<file path="src/rtl/out_port_scheduler_pkg.sv">
// rtl/out_port_scheduler_pkg.sv - types and helpers for the output port scheduler
package out_port_scheduler_pkg;

  localparam int DATA_WIDTH      = 32;
  localparam int PRIORITY        = 8;
  localparam int DATA_LENGTH_MAX = 1024;
  localparam int WIDTH_LENGTH    = $clog2(DATA_LENGTH_MAX);
  localparam int WIDTH_PRIORITY  = $clog2(PRIORITY);

  typedef enum logic {IDLE = 1'b0, XFER = 1'b1} sched_state_t;

  typedef logic [WIDTH_PRIORITY-1:0]          qsel_t;
  typedef logic [WIDTH_PRIORITY:0]            burst_t;
  typedef logic [WIDTH_LENGTH-1:0]            len_t;
  typedef logic [PRIORITY*WIDTH_LENGTH-1:0]   len_vec_t;
  typedef logic [DATA_WIDTH-1:0]              word_t;

  function automatic len_t head_len(input len_vec_t v, input qsel_t q);
    return v[int'(q)*WIDTH_LENGTH +: WIDTH_LENGTH];
  endfunction

endpackage

</file>
<file path="src/rtl/out_port_scheduler_if.sv">
// rtl/out_port_scheduler_if.sv - queue status, buffer read and packet output signals of one port
interface out_port_scheduler_if;
  import out_port_scheduler_pkg::*;

  logic [PRIORITY-1:0]  q_nempty;
  len_vec_t             q_head_len;
  logic                 qos_controll;
  logic                 ready;
  logic                 rd_req;
  qsel_t                rd_qsel;
  logic                 q_pop;
  word_t                rd_data_in;
  logic                 rd_sop;
  logic                 rd_eop;
  logic                 rd_vld;
  word_t                rd_data;
  logic                 error;
  logic                 busy;

  modport master (
    input  q_nempty, q_head_len, qos_controll, ready, rd_data_in,
    output rd_req, rd_qsel, q_pop, rd_sop, rd_eop, rd_vld, rd_data, error, busy
  );

  modport slave (
    output q_nempty, q_head_len, qos_controll, ready, rd_data_in,
    input  rd_req, rd_qsel, q_pop, rd_sop, rd_eop, rd_vld, rd_data, error, busy
  );

endinterface

</file>
<file path="src/rtl/out_port_scheduler_prio_wrr_arbiter.sv">
// rtl/out_port_scheduler_prio_wrr_arbiter.sv - strict / weighted round robin queue select
module prio_wrr_arbiter
  import out_port_scheduler_pkg::*;
(
  input  logic                clk,
  input  logic                rst_n,
  input  logic [PRIORITY-1:0] q_nempty,
  input  logic                strict,
  input  logic                advance,
  output qsel_t               grant
);

  qsel_t  ptr, ptr_nxt;
  burst_t bc, bc_nxt;

  always_comb begin
    qsel_t idx;
    logic  found;
    grant   = '0;
    ptr_nxt = ptr;
    bc_nxt  = bc;
    idx     = '0;
    found   = 1'b0;
    if (strict) begin
      for (int p = 0; p < PRIORITY; p++)
        if (q_nempty[p]) grant = qsel_t'(p);
    end else if (q_nempty[ptr] && (bc < burst_t'(ptr) + burst_t'(1))) begin
      grant  = ptr;
      bc_nxt = bc + burst_t'(1);
    end else begin
      // Downward search with wrap; the last step revisits ptr itself with a fresh burst.
      for (int i = 1; i <= PRIORITY; i++) begin
        idx = qsel_t'((int'(ptr) + PRIORITY - i) % PRIORITY);
        if (!found && q_nempty[idx]) begin
          found = 1'b1;
          grant = idx;
        end
      end
      if (found) begin
        ptr_nxt = grant;
        bc_nxt  = burst_t'(1);
      end
    end
  end

  always_ff @(posedge clk or negedge rst_n) begin
    if (!rst_n) begin
      ptr <= qsel_t'(PRIORITY - 1);
      bc  <= '0;
    end else if (advance) begin
      ptr <= ptr_nxt;
      bc  <= bc_nxt;
    end
  end

endmodule

</file>
<file path="src/rtl/out_port_scheduler.sv">
// rtl/out_port_scheduler.sv - per-port packet read sequencer over the priority queues
module out_port_scheduler
  import out_port_scheduler_pkg::*;
(
  input  logic                clk,
  input  logic                rst_n,
  out_port_scheduler_if.master bus
);

  sched_state_t state, state_nxt;
  qsel_t        grant, qsel_q;
  len_t         grant_len, len_q, cnt_q;
  logic         arb_go, rd_req, last_word;
  logic         err_q, vld_q, sop_q, eop_q;

  assign grant_len = head_len(bus.q_head_len, grant);
  // While the zero-length pop is pending the stale head is still visible, so hold off.
  assign arb_go = (state == IDLE) && (|bus.q_nempty) && !err_q;

  prio_wrr_arbiter u_arb (
    .clk      (clk),
    .rst_n    (rst_n),
    .q_nempty (bus.q_nempty),
    .strict   (bus.qos_controll),
    .advance  (arb_go),
    .grant    (grant)
  );

  always_comb begin
    state_nxt = state;
    rd_req    = 1'b0;
    last_word = 1'b0;
    case (state)
      IDLE: if (arb_go && (grant_len != '0)) state_nxt = XFER;
      XFER: begin
        rd_req    = bus.ready;
        last_word = rd_req && (cnt_q == len_q - len_t'(1));
        if (last_word) state_nxt = IDLE;
      end
    endcase
  end

  always_ff @(posedge clk or negedge rst_n) begin
    if (!rst_n) begin
      state  <= IDLE;
      qsel_q <= '0;
      len_q  <= '0;
      cnt_q  <= '0;
      err_q  <= 1'b0;
      vld_q  <= 1'b0;
      sop_q  <= 1'b0;
      eop_q  <= 1'b0;
    end else begin
      state <= state_nxt;
      err_q <= arb_go && (grant_len == '0);
      vld_q <= rd_req;
      sop_q <= rd_req && (cnt_q == '0);
      eop_q <= last_word;
      if (arb_go) begin
        qsel_q <= grant;
        len_q  <= grant_len;
        cnt_q  <= '0;
      end else if (rd_req) begin
        cnt_q <= cnt_q + len_t'(1);
      end
    end
  end

  assign bus.rd_req  = rd_req;
  assign bus.rd_qsel = qsel_q;
  assign bus.q_pop   = last_word || err_q;
  assign bus.error   = err_q;
  assign bus.rd_vld  = vld_q;
  assign bus.rd_sop  = sop_q;
  assign bus.rd_eop  = eop_q;
  assign bus.rd_data = bus.rd_data_in;
  assign bus.busy    = (state != IDLE);

endmodule
</file>
<file path="src/flat_wrapper.sv">
// flat-port wrapper written by rule: the top's interface ports become plain ports
module out_port_scheduler_flat import out_port_scheduler_pkg::*;
  (clk, rst_n, bus_q_nempty, bus_q_head_len, bus_qos_controll, bus_ready, bus_rd_data_in, bus_rd_req, bus_rd_qsel, bus_q_pop, bus_rd_sop, bus_rd_eop, bus_rd_vld, bus_rd_data, bus_error, bus_busy);
  out_port_scheduler_if bus_i ();
  input  logic clk;
  input  logic rst_n;
  input wire logic [$bits(bus_i.q_nempty)-1:0] bus_q_nempty;
  input wire logic [$bits(bus_i.q_head_len)-1:0] bus_q_head_len;
  input wire logic [$bits(bus_i.qos_controll)-1:0] bus_qos_controll;
  input wire logic [$bits(bus_i.ready)-1:0] bus_ready;
  input wire logic [$bits(bus_i.rd_data_in)-1:0] bus_rd_data_in;
  output wire logic [$bits(bus_i.rd_req)-1:0] bus_rd_req;
  output wire logic [$bits(bus_i.rd_qsel)-1:0] bus_rd_qsel;
  output wire logic [$bits(bus_i.q_pop)-1:0] bus_q_pop;
  output wire logic [$bits(bus_i.rd_sop)-1:0] bus_rd_sop;
  output wire logic [$bits(bus_i.rd_eop)-1:0] bus_rd_eop;
  output wire logic [$bits(bus_i.rd_vld)-1:0] bus_rd_vld;
  output wire logic [$bits(bus_i.rd_data)-1:0] bus_rd_data;
  output wire logic [$bits(bus_i.error)-1:0] bus_error;
  output wire logic [$bits(bus_i.busy)-1:0] bus_busy;
  assign bus_i.q_nempty = bus_q_nempty;
  assign bus_i.q_head_len = bus_q_head_len;
  assign bus_i.qos_controll = bus_qos_controll;
  assign bus_i.ready = bus_ready;
  assign bus_i.rd_data_in = bus_rd_data_in;
  assign bus_rd_req = bus_i.rd_req;
  assign bus_rd_qsel = bus_i.rd_qsel;
  assign bus_q_pop = bus_i.q_pop;
  assign bus_rd_sop = bus_i.rd_sop;
  assign bus_rd_eop = bus_i.rd_eop;
  assign bus_rd_vld = bus_i.rd_vld;
  assign bus_rd_data = bus_i.rd_data;
  assign bus_error = bus_i.error;
  assign bus_busy = bus_i.busy;
  out_port_scheduler u_core (.clk(clk), .rst_n(rst_n), .bus(bus_i));
endmodule
</file>
<file path="config.mk">
export PLATFORM = sky130hd
export DESIGN_NAME = out_port_scheduler_flat
export DESIGN_NICKNAME = d
export VERILOG_FILES = /design/src/rtl/out_port_scheduler_pkg.sv /design/src/rtl/out_port_scheduler_if.sv /design/src/rtl/out_port_scheduler_prio_wrr_arbiter.sv /design/src/rtl/out_port_scheduler.sv /design/src/flat_wrapper.sv
export SDC_FILE = /design/constraint.sdc
export NUM_CORES = 1
export LEC_CHECK = 0
export CELL_PAD_IN_SITES_DETAIL_PLACEMENT = 1
export CELL_PAD_IN_SITES_GLOBAL_PLACEMENT = 2
export CORE_ASPECT_RATIO = 0.8
export CORE_MARGIN = 8
export CORE_UTILIZATION = 24
export CTS_CLUSTER_DIAMETER = 30
export CTS_CLUSTER_SIZE = 28
export DETAILED_ROUTE_END_ITERATION = 8
export GPL_TIMING_DRIVEN = 0
export HOLD_SLACK_MARGIN = 0.12
export PLACE_DENSITY = 0.81
export RECOVER_POWER = 50
export SLEW_MARGIN = 20
export SYNTH_ARGS = -nofsm -noshare
export SYNTH_HDL_FRONTEND = slang
export SYNTH_HIERARCHICAL = 1
export SYNTH_SLANG_ARGS = --single-unit
</file>
<file path="constraint.sdc">
create_clock -name clk -period 5.64 [get_ports clk]
set_input_delay 1.692 -clock clk [delete_from_list [all_inputs] [get_ports clk]]
set_output_delay 1.692 -clock clk [all_outputs]
set_load 0.02 [all_outputs]
</file>
==> run summary <==
* finished, final reports clean — status
* u_core/bus.busy$_DFF_PN0_ — Crit Reg-Reg Endpoint
* 127 um — Die H
* 0.239 — portion of the post-synthesis area used by sequential elements
* sky130_fd_sc_hd__dfrtp_1 22%, sky130_fd_sc_hd__mux4_2 17%, sky130_fd_sc_hd__buf_4 6.9% — ranking of synthesized cells by area
* u_core/bus.rd_qsel[0]$_DFFE_PN0P_ — launch instance of the worst min-delay path
* 0 — final setup vio count
* 0.328 — Max-Slew Margin vs Limit
* 3950 ps — Worst Path Required
* 154 um — Die X
* 20 — maximum number of pins on one net before global-route repair
* 3740 ps — worst path arrival time
* 0 — overflow left after global routing
* 19,600 um2 — Die ar.
* 0.136 — global-route total usage across every layer
* 5540 um2 — final cell area excluding filler cells
* 0 — number of diodes
* 50 ps — CTS clk-pin slew, worst paths
* 212 — detailed router's first-iteration violation count
* 44 x sky130_fd_sc_hd__nand2_1, 34 x sky130_fd_sc_hd__buf_4, 32 x sky130_fd_sc_hd__dfrtp_1 — most instantiated cells after synthesis
* 2 — number of buffers on the longest clock path
* 166 — I/O pin count
* 18.7 um — WL per Instance
* 35 — Sinks on Clock Net
* 0.810 — Routability Congestion
* 383 — post-synthesis instance total
* 230 ps — FF-to-FF setup slack
* 0 — drc violations
* input port — nature of the critical path startpoint
* 35 — flip-flop and latch count after synthesis
* 21,500 um — first-pass GRT wire length
* 8.53 ps — worst clock skew
* 2 — worst hold path cell count
* 0.206 — share of final-layout standard cells stronger than drive strength 1
* 3,970 — vias in the first global route
* 4.96 — Avg Vias per Cell
* 184 MHz — Fmax achieved
* 18 — logic depth of the worst register-to-register path
* 15,000 um2 — core area
* 13,400 um — drt total wl
* 560 nW/um2 — Power per Cell Area
* 1010 ps — pin slew with the least headroom to its limit
* input port to output port — critical path class
* 40 — count of standard-cell rows
* u_core/u_arb/ptr[0]$_DFFE_PN1P_ — Reg-to-Reg Start
* 2 — Clock H-tree levels
* 50.7% — Area growth, synth to finish
* 4 — number of search-and-repair iterations in the first detailed-routing pass
* 0 — number of antenna violations at the first check in global routing
* 0 — fin. max-slew vios
* 5270 um2 — instance area after placement
* 0.197 mV — worst vdd rail ir drop
* sky130_fd_sc_hd__clkbuf_16 — Clock Tree Root
* built — TritonCTS clock tree
* 133 — number of buffers added on ports
* output port — endpoint class of the critical path
* 0 — Post-synth EDFFs
* 0.00231 uW — P_leak
* 0.245 — initial core utilization
* 0.964 — final worst-path cycle share
* 5 — number of buffers created by CTS
* 3100 uW — total chip power
* 0.218 — portion of synthesized cell area occupied by the leading cell type
* sky130_fd_sc_hd__nand2_1 — most frequent cell after synthesis
* 0 — max-cap viol count
* register to register — kind of path behind the tightest hold check
* 0 — hold violation total from the final report
* 517 — Post-Syn Nets
* 1.00 — fraction of synthesis flops using an asynchronous set or reset pin
* 11,300 um — dpl hpwl
* sky130_fd_sc_hd__dfrtp_1 — predominant post-synthesis flop cell
* 5440 ps — post-route minimum period
* 475 ps — Hold Slack
* 2 — crit path max fanout
* 60 — Unique masters post-synth
* 3,563 — overall via count from detail_route
* u_core/bus.rd_qsel[0]$_DFFE_PN0P_ — hold endpoint
* 3680 um2 — Cell Area, Synth
* 280 ps — clock latency on the worst-skew pair
* sky130_fd_sc_hd__dfrtp_1 — library cell occupying the most area in the post-synthesis netlist
* 662 — Net count, final
* 0 — Final ANT Viol Nets
* no — unrepaired setup endpoints after global routing
* 6 — YS warnings
* 9.60 um2 — Avg Inst Size Synth
## placed cells by master (no fill, tap or decap), types with 13 or more instances in the layout
master,instances
sky130_fd_sc_hd__o21ai_0,19
sky130_fd_sc_hd__xor2_1,14
sky130_fd_sc_hd__nand2_1,44
sky130_fd_sc_hd__clkdlybuf4s50_1,114
sky130_fd_sc_hd__inv_1,15
sky130_fd_sc_hd__mux2i_1,13
sky130_fd_sc_hd__mux4_2,28
sky130_fd_sc_hd__nor2_1,27
sky130_fd_sc_hd__dfrtp_1,32
sky130_fd_sc_hd__buf_4,40
## logic make-up after synthesis
logic type                 after synthesis  synth area share
and+or+nand+nor                        123             0.166
AOI/OAI and AO/OA                       72             0.133
buffers and inverters                   65             0.108
muxes                                   55             0.263
DFF                                     35             0.239
xor gates and xnor gates                23            0.0568
adders and majority gates               10            0.0340
## what timing repair did
item,CTS,global route
setup endpoints to repair,6,2
gates resized for setup,22,10
pin swaps,1,0
hold buffers,0,0
buffers inserted,2,2
cloned,1,0
## cell type report
type | count | area, um2
clock buffers | 6 | 129
repair buffers | 139 | 1370
fillers | 1741 | 9470
plain buffers | 49 | 359
inverters | 15 | 56.3
flip-flops and latches | 35 | 880
well taps | 189 | 236
multi-input cells | 283 | 2450
clock inverters | 2 | 60.1
## critical path, cell delays in order
cell and delay, ps:
sky130_fd_sc_hd__dlygate4sd3_1 540, sky130_fd_sc_hd__nand3_1 70, sky130_fd_sc_hd__or4_1 580, sky130_fd_sc_hd__nor4_2 350
sky130_fd_sc_hd__a21o_1 170, sky130_fd_sc_hd__dlygate4sd2_1 340
## report_power, final
part	total (uW)	internal [uW]	switching, uW	leakage (uW)
Combinational	2270	1080	1190	0.00179
Sequential	474	353	121	0.000430
Clock	355	253	102	0.0000911
## per-stage QoR
stage                     std cells   util  setup TNS [ps]  worst slack, ps
final                           718  0.369               0              205
after global routing            718  0.369               0             8.80
after CTS                       716  0.368               0             14.5
after detailed placement        706  0.351           -3890             -920
after global placement          705  0.349           -3440             -899
after floorplan                 383      -               0              595
## registers in the layout (all words and copies together), names as in the netlist
register / cells
u_core/bus.busy: 1
u_core/bus.error: 1
u_core/bus.rd_eop: 1
u_core/bus.rd_qsel: 3
u_core/bus.rd_sop: 1
u_core/bus.rd_vld: 1
u_core/cnt_q: 10
u_core/len_q: 10
u_core/u_arb/bc: 4
u_core/u_arb/ptr: 3
## routing by layer
metal  wire length, um  share of wire  vias up  track usage
met2              6320           0.47      128        0.229
met5                 0              0        -            0
li1                  -              -     1669            -
met4               191          0.014        0       0.0351
met1              5620           0.42     1758        0.158
met3              1260          0.094        8       0.0543
## worst max-delay path by stage
stage | start | end | cells past startpoint
2_1_floorplan | bus_q_nempty[4] | u_core/bus.busy$_DFF_PN0_ | 13
3_3_place_gp | bus_q_nempty[7] | u_core/bus.busy$_DFF_PN0_ | 15
3_5_place_dp | bus_q_nempty[6] | u_core/bus.busy$_DFF_PN0_ | 15
4_1_cts | bus_q_nempty[2] | u_core/bus.busy$_DFF_PN0_ | 14
5_1_grt | u_core/u_arb/ptr[0]$_DFFE_PN1P_ | u_core/bus.busy$_DFF_PN0_ | 18
6_report | bus_ready | bus_q_pop | 6
Power figures use the tool's default switching activity.
